File: config.mk
export PLATFORM = sky130hd
export DESIGN_NAME = mem_access_ctrl
export DESIGN_NICKNAME = d
export VERILOG_FILES = /design/src/rtl/mem_access_ctrl_pkg.sv /design/src/rtl/mem_wait_timer.sv /design/src/rtl/mem_access_ctrl.sv
export SDC_FILE = /design/constraint.sdc
export NUM_CORES = 1
export LEC_CHECK = 0
export BUFFER_PORTS_ARGS = -buffer_cell sky130_fd_sc_hd__buf_4
export CAP_MARGIN = 30
export CORE_MARGIN = 2
export CORE_UTILIZATION = 47
export DETAILED_ROUTE_END_ITERATION = 12
export GPL_ROUTABILITY_DRIVEN = 0
export PLACE_DENSITY_LB_ADDON = 0.2
export SYNTH_ARGS = -nofsm -noshare
export SYNTH_HDL_FRONTEND = slang
export SYNTH_SLANG_ARGS = --single-unit
File: constraint.sdc
create_clock -name clk -period 1.6 [get_ports clk]
set_input_delay 0.08 -clock clk [delete_from_list [all_inputs] [get_ports clk]]
set_output_delay 0.08 -clock clk [all_outputs]
set_load 0.03 [all_outputs]
File: src/rtl/mem_access_ctrl_pkg.sv
`default_nettype none
// +----------------------------------------------------------------------+
// | mem_access_ctrl_pkg: shared FSM encoding and default opcodes          |
// | Revision: 1.0                                                         |
// +----------------------------------------------------------------------+
package mem_access_ctrl_pkg;

  localparam int STATE_W = 1;
  typedef logic [STATE_W-1:0] state_t;

  localparam state_t ST_IDLE = 1'b0;
  localparam state_t ST_BUSY = 1'b1;

  localparam logic [4:0] DEF_SW_OPC = 5'b00111;
  localparam logic [4:0] DEF_LW_OPC = 5'b01000;

  localparam int WAIT_CNT_W = 8;

endpackage
`default_nettype wire

File: src/rtl/mem_wait_timer.sv
`default_nettype none
// +----------------------------------------------------------------------+
// | mem_wait_timer: clearable saturating wait counter with timeout flag   |
// | Revision: 1.0                                                         |
// +----------------------------------------------------------------------+
module mem_wait_timer #(
  parameter int          CNT_W   = 8,
  parameter int unsigned TIMEOUT = 15
) (
  input  logic clk,
  input  logic rst_n,
  input  logic clear,
  input  logic enable,
  output logic expired
);

  // Expiry fires on the wait cycle whose increment would reach TIMEOUT.
  localparam logic [CNT_W-1:0] LIMIT   = CNT_W'(TIMEOUT - 1);
  localparam logic [CNT_W-1:0] CNT_MAX = '1;

  logic [CNT_W-1:0] r_count;

  always_ff @(posedge clk or negedge rst_n) begin
    if (!rst_n) begin
      r_count <= '0;
    end else if (clear) begin
      r_count <= '0;
    end else if (enable && (r_count != CNT_MAX)) begin
      r_count <= r_count + 1'b1;
    end
  end

  assign expired = enable & (r_count == LIMIT);

endmodule
`default_nettype wire

File: src/rtl/mem_access_ctrl.sv
`default_nettype none
// +----------------------------------------------------------------------+
// | mem_access_ctrl: memory-stage load/store handshake with timeout       |
// | Revision: 1.0                                                         |
// +----------------------------------------------------------------------+
module mem_access_ctrl
  import mem_access_ctrl_pkg::*;
#(
  parameter int                OPC_W   = 5,
  parameter int                ADDR_W  = 12,
  parameter int                DATA_W  = 32,
  parameter logic [OPC_W-1:0]  SW_OPC  = OPC_W'(DEF_SW_OPC),
  parameter logic [OPC_W-1:0]  LW_OPC  = OPC_W'(DEF_LW_OPC),
  parameter int unsigned       TIMEOUT = 15
) (
  input  logic              clk,
  input  logic              rst_n,
  input  logic [OPC_W-1:0]  opcode_in,
  input  logic              valid_in,
  input  logic [ADDR_W-1:0] addr_in,
  input  logic [DATA_W-1:0] data_in,
  input  logic              flush,
  input  logic              dmem_ack,
  input  logic [DATA_W-1:0] dmem_rdata,
  output logic              stall_out,
  output logic              dmem_req,
  output logic              dmem_wren,
  output logic [ADDR_W-1:0] dmem_addr,
  output logic [DATA_W-1:0] dmem_wdata,
  output logic [DATA_W-1:0] rdata_out,
  output logic              rdata_valid,
  output logic              err_timeout
);

  state_t r_state;
  state_t w_next_state;
  logic   w_is_st;
  logic   w_is_ld;
  logic   w_busy;
  logic   w_accept;
  logic   w_done;
  logic   w_expired;
  logic   r_is_st;
  logic   r_flushed;

  assign w_is_st  = (opcode_in == SW_OPC);
  assign w_is_ld  = (opcode_in == LW_OPC);
  assign w_busy   = (r_state == ST_BUSY);
  assign w_accept = valid_in & ~flush & (w_is_st | w_is_ld) & ~w_busy;
  assign w_done   = w_busy & dmem_ack;

  mem_wait_timer #(
    .CNT_W   (WAIT_CNT_W),
    .TIMEOUT (TIMEOUT)
  ) u_wait_timer (
    .clk     (clk),
    .rst_n   (rst_n),
    .clear   (w_accept),
    .enable  (w_busy & ~dmem_ack),
    .expired (w_expired)
  );

  always_ff @(posedge clk or negedge rst_n) begin
    if (!rst_n) begin
      r_state <= ST_IDLE;
    end else begin
      r_state <= w_next_state;
    end
  end

  always_comb begin
    w_next_state = r_state;
    case (r_state)
      ST_IDLE: if (w_accept) w_next_state = ST_BUSY;
      ST_BUSY: if (dmem_ack || w_expired) w_next_state = ST_IDLE;
      default: w_next_state = ST_IDLE;
    endcase
  end

  // Stall is dropped on the ack cycle so the pipeline advances with the result.
  always_comb begin
    dmem_req  = w_busy;
    dmem_wren = w_busy & r_is_st;
    stall_out = rst_n & (w_accept | (w_busy & ~dmem_ack));
  end

  always_ff @(posedge clk or negedge rst_n) begin
    if (!rst_n) begin
      dmem_addr   <= '0;
      dmem_wdata  <= '0;
      rdata_out   <= '0;
      rdata_valid <= 1'b0;
      err_timeout <= 1'b0;
      r_is_st     <= 1'b0;
      r_flushed   <= 1'b0;
    end else begin
      rdata_valid <= 1'b0;
      err_timeout <= 1'b0;
      if (w_accept) begin
        dmem_addr  <= addr_in;
        dmem_wdata <= data_in;
        r_is_st    <= w_is_st;
        r_flushed  <= 1'b0;
      end else if (w_busy && flush) begin
        r_flushed <= 1'b1;
      end
      if (w_done && !r_is_st) begin
        rdata_out   <= dmem_rdata;
        rdata_valid <= ~(r_flushed | flush);
      end
      if (w_expired) begin
        err_timeout <= 1'b1;
      end
    end
  end

endmodule
`default_nettype wire
# [Word level (Yosys, flattened, before mapping)]
# Index checks and enable logic that the tools add are counted.
[word_totals] ff_bits=89 output_inout_bits=81 word_cells=45
[classes] addsub=1 eq_ne=4 muxes=9 bitwise_logic=15 n_reduce_logical=7
[ops] operator="two-way mux 8 bit" count=2
[ops] operator="adder 8 x 1 -> 8 bit, second input constant" count=1
[ops] operator="AND 1 bit" count=8
[ops] operator="equality test 8 x 4 -> 1 bit, second input constant" count=1
[ops] operator="inequality test 8 bit, second input constant" count=1
[ops] operator="two-way mux 1 bit" count=6
[ops] operator="equality test 5 x 3 -> 1 bit, second input constant" count=1
[ops] operator="equality test 5 x 4 -> 1 bit, second input constant" count=1
[ops] operator="NOT 1 bit" count=4
[ops] operator="nonzero test 2 bit" count=2
[ops] operator="logical AND 1 bit" count=3
[ops] operator="OR 1 bit" count=3
[ops] operator="one-hot mux 1 bit (2 select lines)" count=1
[ops] operator="logical NOT 1 bit" count=1
[ops] operator="logical OR 1 bit" count=1

# [Longest topological paths before layout]
# Gate-level depths: netlist of run 1.
[logic_depth] depth_word=6 mapped_depth=5 depth_no_buf=5

# [Modules after synthesis]
# From an unflattened synthesis of run 1, not the netlist that was laid out.
[unflattened] hier_cells=234 area_unflattened_um2=3738.6
[by_module_without_submodules] module="mem_access_ctrl" n_inst=1 cells_each=181 area_per_inst_um2=3215.6
[by_module_without_submodules] module="mem_wait_timer" n_inst=1 cells_each=53 area_per_inst_um2=523.0

# [Worst setup path before layout of run 1]
# No wires, ideal clock.
[synth_path] kind="reg2out" start="register r_state (netlist: dmem_req)" end="output stall_out" t_arrival_ns=1.905 setup_slack_ns=-0.385 stages_incl_launch_ff=5 n_path_buf=1 cell_sequence="dfrtp_1 nor4b_4 o21ai_2 buf_6 a21boi_0"
[synth_via] elab_chain_len=4 word_cells_on_any_way=5 classes_between="5 x bitwise"
[synth_rtl] element="start, declared" line="mem_access_ctrl.sv:35" rtl="state_t r_state;"
[synth_rtl] element="start signal, assigned" line="mem_access_ctrl.sv:67" rtl="r_state <= w_next_state;"
[synth_rtl] element="NOT 1 bit"
[synth_rtl] element="AND 1 bit" line="mem_access_ctrl.sv:49" rtl="assign w_accept = valid_in & ~flush & (w_is_st | w_is_ld) & ~w_busy;"
[synth_rtl] element="OR 1 bit (*)" line="mem_access_ctrl.sv:84" rtl="stall_out = rst_n & (w_accept | (w_busy & ~dmem_ack));"
[synth_rtl] element="AND 1 bit (*)" line="mem_access_ctrl.sv:84"
[synth_rtl] element="end, declared" line="mem_access_ctrl.sv:25" rtl="output logic stall_out,"
# Every way passes the cells marked *; elsewhere a longest branch is shown, timed or not.

# [Final worst setup path of run 1]
[layout_path] start="register r_state (netlist: dmem_req)" end="register dmem_addr[8]"
[layout_via] elab_chain_len=2
[layout_rtl] element="NOT 1 bit"
[layout_rtl] element="AND 1 bit" line="mem_access_ctrl.sv:49"
[layout_rtl] element="end signal, assigned" line="mem_access_ctrl.sv:100" rtl="dmem_addr <= addr_in;"
[layout_rtl] element="end, declared" line="mem_access_ctrl.sv:28" rtl="output logic [ADDR_W-1:0] dmem_addr,"
# Every way passes these cells.
# A chain may end at the register's enable or synchronous reset.

==> summary.md, run 1 <==
| Metric | Value |
|---|---|
| CTS tree | `done` |
| Maximum clock insertion buffer count | `2` |
| Asr flop ratio synth | `1.00` |
| Slew HR | `0.705` |
| Number of synthesized flops with an enable pin | `0` |
| Most frequent cell after synthesis | `dfrtp_1` |
| Core footprint | `about 7700 µm²` |
| Setup Skew | `between 0.01 and 0.015 ns` |
| Leak Pwr | `approximately 3.3 nW` |
| Number of port buffers | `166` |
| Inserted Diodes | `0` |
| Final #Nets | `between 500 and 600` |
| Hold slack final | `roughly 0.023 ns` |
| Synth top cells by count | `dfrtp_1 (89), mux2_4 (44), mux2_2 (32)` |
| Setup crit end kind | `flop` |
| H-tree depth | `3` |
| Max-cap viol count | `0` |
| GRT Total Usage | `0.238` |
| Post-route non-filler standard cell count | `602` |
| Status | `complete, but fails checks` |
| Slowest CP cell | `dfrtp_2` |
| Chip height | `between 90 and 100 µm` |
| Vias post-DR | `roughly 3000` |
| Layout cells sized above 1 | `0.558` |
| Reg clk slew, reported paths | `~0.09 ns` |
| Buffers plus inverters on the worst setup path | `2` |
| Final Slew Violations | `0` |
| CTS root buffer | `clkbuf_8` |
| Ys flop type | `dfrtp_1` |
| Clock buffer count from CTS | `9` |
| Power Total | `7.47 mW` |
| CP max stage delay | `approximately 0.42 ns` |
| P per Cell Area | `about 1200 nW/µm²` |
| Routed WL per cell | `roughly 18 µm` |
| Yosys top cell area share | `0.598` |
| Cell count after synthesis | `233` |
| P&R area growth vs syn | `68.6%` |
| Unrepaired setup endpoints after global routing | `true` |
| Die X | `about 93 µm` |
| Initial antenna violation count | `0` |
| Worst ir drop on vdd | `0.636 mV` |
| # IOs | `167` |
| Failing checks | `negative setup slack` |
| DP HPWL | `approximately 6300 µm` |
| Die footprint | `8650 µm²` |
| Via-to-Cell Ratio | `roughly 5.0` |
| Distinct cells, synth | `37` |
| Flops & latches, synth | `slightly below 90` |
| Largest area contributor in the netlist | `dfrtp_1` |
| Vias in the first global route | `around 3100` |
| Crit path arrival time | `slightly below 2 ns` |
| Largest net degree at the start of global routing | `between 80 and 90` |
| FMAX | `a little under 600 MHz` |
| Slew of the pin with the lowest slew margin | `approximately 0.44 ns` |
| Worst Hold Class | `input pin to flop` |
| First-pass GRT wire length | `between 15000 and 20000 µm` |
| Crit Path Class | `flop to flop` |
| Crit path cell chain | `nor4b_4, o21ai_4, buf_4, bufbuf_16, mux2_4` |
| Setup TNS | `-3.81 ns` |
| Crit path max fanout | `12` |
| Post-synthesis sequential area ratio | `0.598` |
| Residual DRC | `0` |
| Placed Cells | `501` |
| Avg Synthesized Cell Area | `roughly 16 µm²` |
| Final period util | `1.08` |
| WP data required | `around 1.8 ns` |
| DRT Pass-1 Iters | `5` |
| # setup viols final | `between 40 and 50` |
| Grt total ovfl | `0` |
| Routed WL | `roughly 11000 µm` |
| Post-route ant nets | `0` |
| Worst setup margin | `-0.125 ns` |
| Syn nets | `between 300 and 400` |
| Initial Utilization | `0.484` |
| Iter 0 DRT Violations | `93` |
| CP Launch Type | `flop` |
| Yosys warning total | `0` |
| Worst-Skew Late Latency | `approximately 0.35 ns` |
| CTS sink cnt | `approximately 90` |
| Number of filler cells placed in the layout | `about 440` |
| Post-route minimum period | `1.72 ns` |
| Final Hold Vio Count | `0` |
| FP Rows | `32` |
| Synth top area cells | `dfrtp_1 (60%), mux2_4 (18%), mux2_2 (9.7%)` |
| Cell area after synthesis | `roughly 3700 µm²` |
| Delay-heaviest family, CP | `buffers and inverters` |
## tightest hold or removal path: stages
cell      delay [ns]
buf_4           0.10
nand3b_1        0.10
nand2_1         0.05
## registers in the layout (all words and copies together), names as in the netlist
register,flops
dmem_wdata,32
u_wait_timer.r_count,8
err_timeout,1
rdata_out,32
dmem_req,1
r_is_st,1
r_flushed,1
rdata_valid,1
dmem_addr,12
## final cells by class
cell class | count | area, µm² | area share
multi-input cells | 134 | 1430 | 0.228
repair buffers | 260 | 2270 | 0.362
flip-flops and latches | 89 | 2230 | 0.355
inverters | 1 | 3.75 | 0.000598
clock buffers | 10 | 128 | 0.0203
well taps | 102 | 128 | 0.0203
clock inverters | 6 | 90.1 | 0.0143
## cell usage in the layout, fill, tap and decap left out, types with 2 or more instances in the layout
cell,n
nor3_1,4
and3_1,3
bufinv_16,2
dlygate4sd3_1,78
a21o_1,2
o21ai_0,3
nand2b_1,2
mux2_4,44
o2bb2ai_1,2
clkbuf_8,9
a21oi_1,2
ha_1,2
a211o_1,2
nand2_1,8
o21ai_1,2
dfrtp_1,88
clkbuf_16,2
buf_4,173
nand3b_1,2
a31oi_1,2
nand3_1,3
mux2_2,32
nor4_1,2
buf_12,5
and2_1,3
## metrics by stage
step           setup WS, ns  cell area, µm²   util
2_1_floorplan        0.0519            3730      -
3_3_place_gp         0.0811            5150  0.670
3_5_place_dp         0.0424            5150  0.670
4_1_cts              -0.148            6210  0.808
5_1_grt              -0.200            6280  0.817
6_report             -0.125            6280  0.817
## kinds of logic (layout without fill, tap and decap cells)
group	Yosys count	after routing	synth area share
AOI/OAI and AO/OA	20	20	0.0376
xor gates and xnor gates	1	1	0.00235
and+or+nand+nor	35	35	0.0598
DFF	89	89	0.598
muxes	76	76	0.274
adders and majority gates	2	2	0.00672
buffers and inverters	10	277	0.0212
## metal layers
layer | track usage | up-vias | part of all wire
met5 | 0 | - | 0
met4 | 0.0650 | 0 | 0.011
met3 | 0.0532 | 11 | 0.058
met2 | 0.416 | 119 | 0.52
met1 | 0.299 | 1489 | 0.42
li1 | - | 1361 | -
## report_power, final
part | switching (mW) | internal [mW] | total [mW]
combinational | 1.43 | 1.32 | 2.76
clock | 0.809 | 0.887 | 1.70
sequential | 0.293 | 2.72 | 3.01
## final timing paths
kind | endpoint | start | slack, ns | cells after the start
max in group asynchronous | dmem_req$_DFF_PN0_ | rst_n | 0.84 | 3
worst min register to register | rdata_valid$_DFF_PN0_ | r_flushed$_DFFE_PN0P_ | 0.44 | 1
worst min-delay path | r_is_st$_DFFE_PN0P_ | opcode_in[4] | 0.02 | 3
min in group asynchronous | dmem_wdata[8]$_DFFE_PN0P_ | rst_n | 0.10 | 2
worst max-delay path | dmem_addr[8]$_DFFE_PN0P_ | dmem_req$_DFF_PN0_ | -0.12 | 5
worst max register to register | dmem_addr[8]$_DFFE_PN0P_ | dmem_req$_DFF_PN0_ | -0.12 | 5
## timing repair
| item | in CTS | in global routing |
|---|---|---|
| hold buffers | 78 | 0 |
| pin swaps | 1 | 2 |
| endpoints found under the hold margin | 166 | 0 |
| buffers inserted | 3 | 1 |
| resized for setup | 1 | 3 |
| endpoints found under the setup margin | 1 | 50 |
| gates cloned | 1 | 2 |
Note: power is estimated with default switching activity, not from simulation.
==> inputs of run 2 (changes only) <==
--- a/config.mk
+++ b/config.mk
@@ -15,3 +15,4 @@
 export SYNTH_ARGS = -nofsm -noshare
 export SYNTH_HDL_FRONTEND = slang
 export SYNTH_SLANG_ARGS = --single-unit
+export TNS_END_PERCENT = 30
==> run 2 against run 1 <==
Via count fell by 1.1%. Power barely moved. The flow still finishes with violations (negative setup slack). Critical path type unchanged. Sequential share of layout area up 0.26 points. Critical path depth stayed put. Worst setup slack improved by 0.00076 ns.
==> summary.md, run 2 (same netlist as run 1, synthesis figures left out) <==
| Metric | Value |
|---|---|
| CP max stage delay | `0.42 ns (about the same)` |
| DP HPWL | `6270 µm (unchanged)` |
| Commonest non-fill, non-tap cells in the layout | `buf_4 (173), dfrtp_1 (88), dlygate4sd3_1 (78)` |
| DRT Pass-1 Iters | `4 (-1)` |
| Slew of the pin with the lowest slew margin | `0.441 ns (-0.000702 ns)` |
| Final period util | `1.08 (about the same)` |
| Setup TNS | `-2.91 ns (+0.898 ns)` |
| Largest registers | `dmem_wdata x32, rdata_out x32, dmem_addr x12` |
| Reg power frac | `0.404 (about the same)` |
| Residual DRC | `0 (unchanged)` |
| Post-route minimum period | `1.72 ns (-0.000765 ns)` |
| P&R area growth vs syn | `67.4%` |
| Worst ir drop on vdd | `0.636 mV (about the same)` |
| Gate power share | `0.369 (about the same)` |
| Maximum clock insertion buffer count | `2 (unchanged)` |
| Iter 0 DRT Violations | `98 (+5.4%)` |
| Largest net degree at the start of global routing | `87 (unchanged)` |
| P_sw | `2.53 mW (-0.11%)` |
| Number of port buffers | `166 (unchanged)` |
| Slew HR | `0.706 (about the same)` |
| CP Launch Type | `flop` |
| Initial Utilization | `0.484 (unchanged)` |
| Die footprint | `8650 µm² (unchanged)` |
| Worst Hold Class | `input pin to flop` |
| Routed WL | `10600 µm (-0.70%)` |
| Final #Nets | `581 (-0.34%)` |
| Reg-to-reg slack, setup | `-0.12 ns (about the same)` |
| # setup viols final | `48 (unchanged)` |
| WP data required | `1.83 ns (about the same)` |
| Final Hold Vio Count | `0 (unchanged)` |
| Worst setup margin | `-0.124 ns (+0.000765 ns)` |
| Final core utilization | `0.811 (-0.00586)` |
| # IOs | `167 (unchanged)` |
| Pint | `4.93 mW (about the same)` |
| Initial antenna violation count | `0 (unchanged)` |
| GRT Total Usage | `0.238 (unchanged)` |
| Post-route ant nets | `0 (unchanged)` |
| Chip height | `93.0 µm (unchanged)` |
| Slowest CP cell | `dfrtp_2` |
| Clock buffer count from CTS | `9 (unchanged)` |
| Clk pwr share | `0.227 (about the same)` |
| Via-to-Cell Ratio | `4.91 (-0.81%)` |
| Crit path max fanout | `12 (unchanged)` |
| Reg clk slew, reported paths | `0.09 ns (about the same)` |
| Crit Path Class | `flop to flop` |
| Setup crit end kind | `flop` |
| Layout cells sized above 1 | `0.556 (-0.00178)` |
| Core footprint | `7690 µm² (unchanged)` |
| Sw Ratio | `0.340 (about the same)` |
| Failing checks | `negative setup slack` |
| Hold slack final | `0.0245 ns (+0.00164 ns)` |
| Inserted Diodes | `0 (unchanged)` |
| CTS sink cnt | `89 (unchanged)` |
| Crit path cell chain | `nor4b_4, o21ai_4, buf_4, bufbuf_16, mux2_4` |
| Vias in the first global route | `3134 (unchanged)` |
| Unrepaired setup endpoints after global routing | `true` |
| Leak Pwr | `3.29 nW (-0.74%)` |
| Grt total ovfl | `0 (unchanged)` |
| Setup Skew | `0.0116 ns (+0.00132 ns)` |
| FP Rows | `32 (unchanged)` |
| Die X | `93.0 µm (unchanged)` |
| CTS root buffer | `clkbuf_8` |
| Crit path arrival time | `1.96 ns (about the same)` |
| Vias post-DR | `2946 (-1.1%)` |
| Final Slew Violations | `0 (unchanged)` |
| H-tree depth | `3 (unchanged)` |
| Most common cell after layout, fill and taps aside | `buf_4` |
| Worst-Skew Late Latency | `0.35 ns (about the same)` |
| Max-cap viol count | `0 (unchanged)` |
| P per Cell Area | `1200 nW/µm² (+0.66%)` |
| CTS tree | `done` |
| Routed WL per cell | `17.6 µm (-0.36%)` |
| First-pass GRT wire length | `15900 µm (unchanged)` |
| Status | `complete, but fails checks` |
| FMAX | `580 MHz (about the same)` |
-- run 2: per-stage QoR --
step / std cells / total power [mW] / setup WS [ns] / cell area [µm²]
2_1_floorplan: 233 / 4.48 / 0.0519 / 3730
3_3_place_gp: 501 / 5.52 / 0.0811 / 5150
3_5_place_dp: 501 / 5.60 / 0.0424 / 5150
4_1_cts: 599 / 7.42 / -0.148 / 6210
5_1_grt: 600 / 7.74 / -0.200 / 6230
6_report: 600 / 7.46 / -0.124 / 6230
-- run 2: path summary, 6_finish.rpt --
path / start / to / cells after the start
setup / recovery: dmem_req$_DFF_PN0_ / dmem_addr[8]$_DFFE_PN0P_ / 5
hold / removal: opcode_in[4] / r_is_st$_DFFE_PN0P_ / 3
setup reg to reg: dmem_req$_DFF_PN0_ / dmem_addr[8]$_DFFE_PN0P_ / 5
hold reg to reg: r_flushed$_DFFE_PN0P_ / rdata_valid$_DFF_PN0_ / 1
max in group asynchronous: rst_n / dmem_req$_DFF_PN0_ / 3
min in group asynchronous: rst_n / dmem_wdata[8]$_DFFE_PN0P_ / 2
-- run 2: critical path: cells and delay by family (launching register included) --
kind | cells | cell delay (ns)
AO/OA/AOI/OAI | 1 | 0.12
buffers and inverters | 2 | 0.43
flip-flops | 1 | 0.42
multiplexers | 1 | 0.30
AND/OR/NAND/NOR | 1 | 0.33
-- run 2: cell type report --
class / instances / area, µm²
fillers: 442 / 1450
clock buffers: 10 / 128
multi-input cells: 134 / 1430
clock inverters: 6 / 90.1
repair buffers: 258 / 2230
flip-flops and latches: 89 / 2230
well taps: 102 / 128
inverters: 1 / 3.75
-- run 2: per-layer routing --
metal  vias up  part of all wire  global-route usage
met5         -                 0                   0
met4         0             0.012              0.0650
met3        11             0.058              0.0532
met2       112              0.51               0.416
met1      1468              0.42               0.299
li1       1355                 -                   -
-- run 2: power by group through the flow --
stage                     combinational [mW]  sequential [mW]  clock (mW)
after global placement                  2.52             3.01           0
after floorplan                        0.586             3.90           0
final                                   2.75             3.01        1.69
after global routing                    2.87             3.06        1.81
after detailed placement                2.57             3.02           0
after CTS                               2.73             2.99        1.70
-- run 2: timing repair --
item	in CTS	in global routing
resized for setup	1	0
hold endpoints to repair	166	0
hold buffers	78	0
endpoints found under the setup margin	1	50
setup buffers	3	0
cloned	1	1
pin swaps	1	1
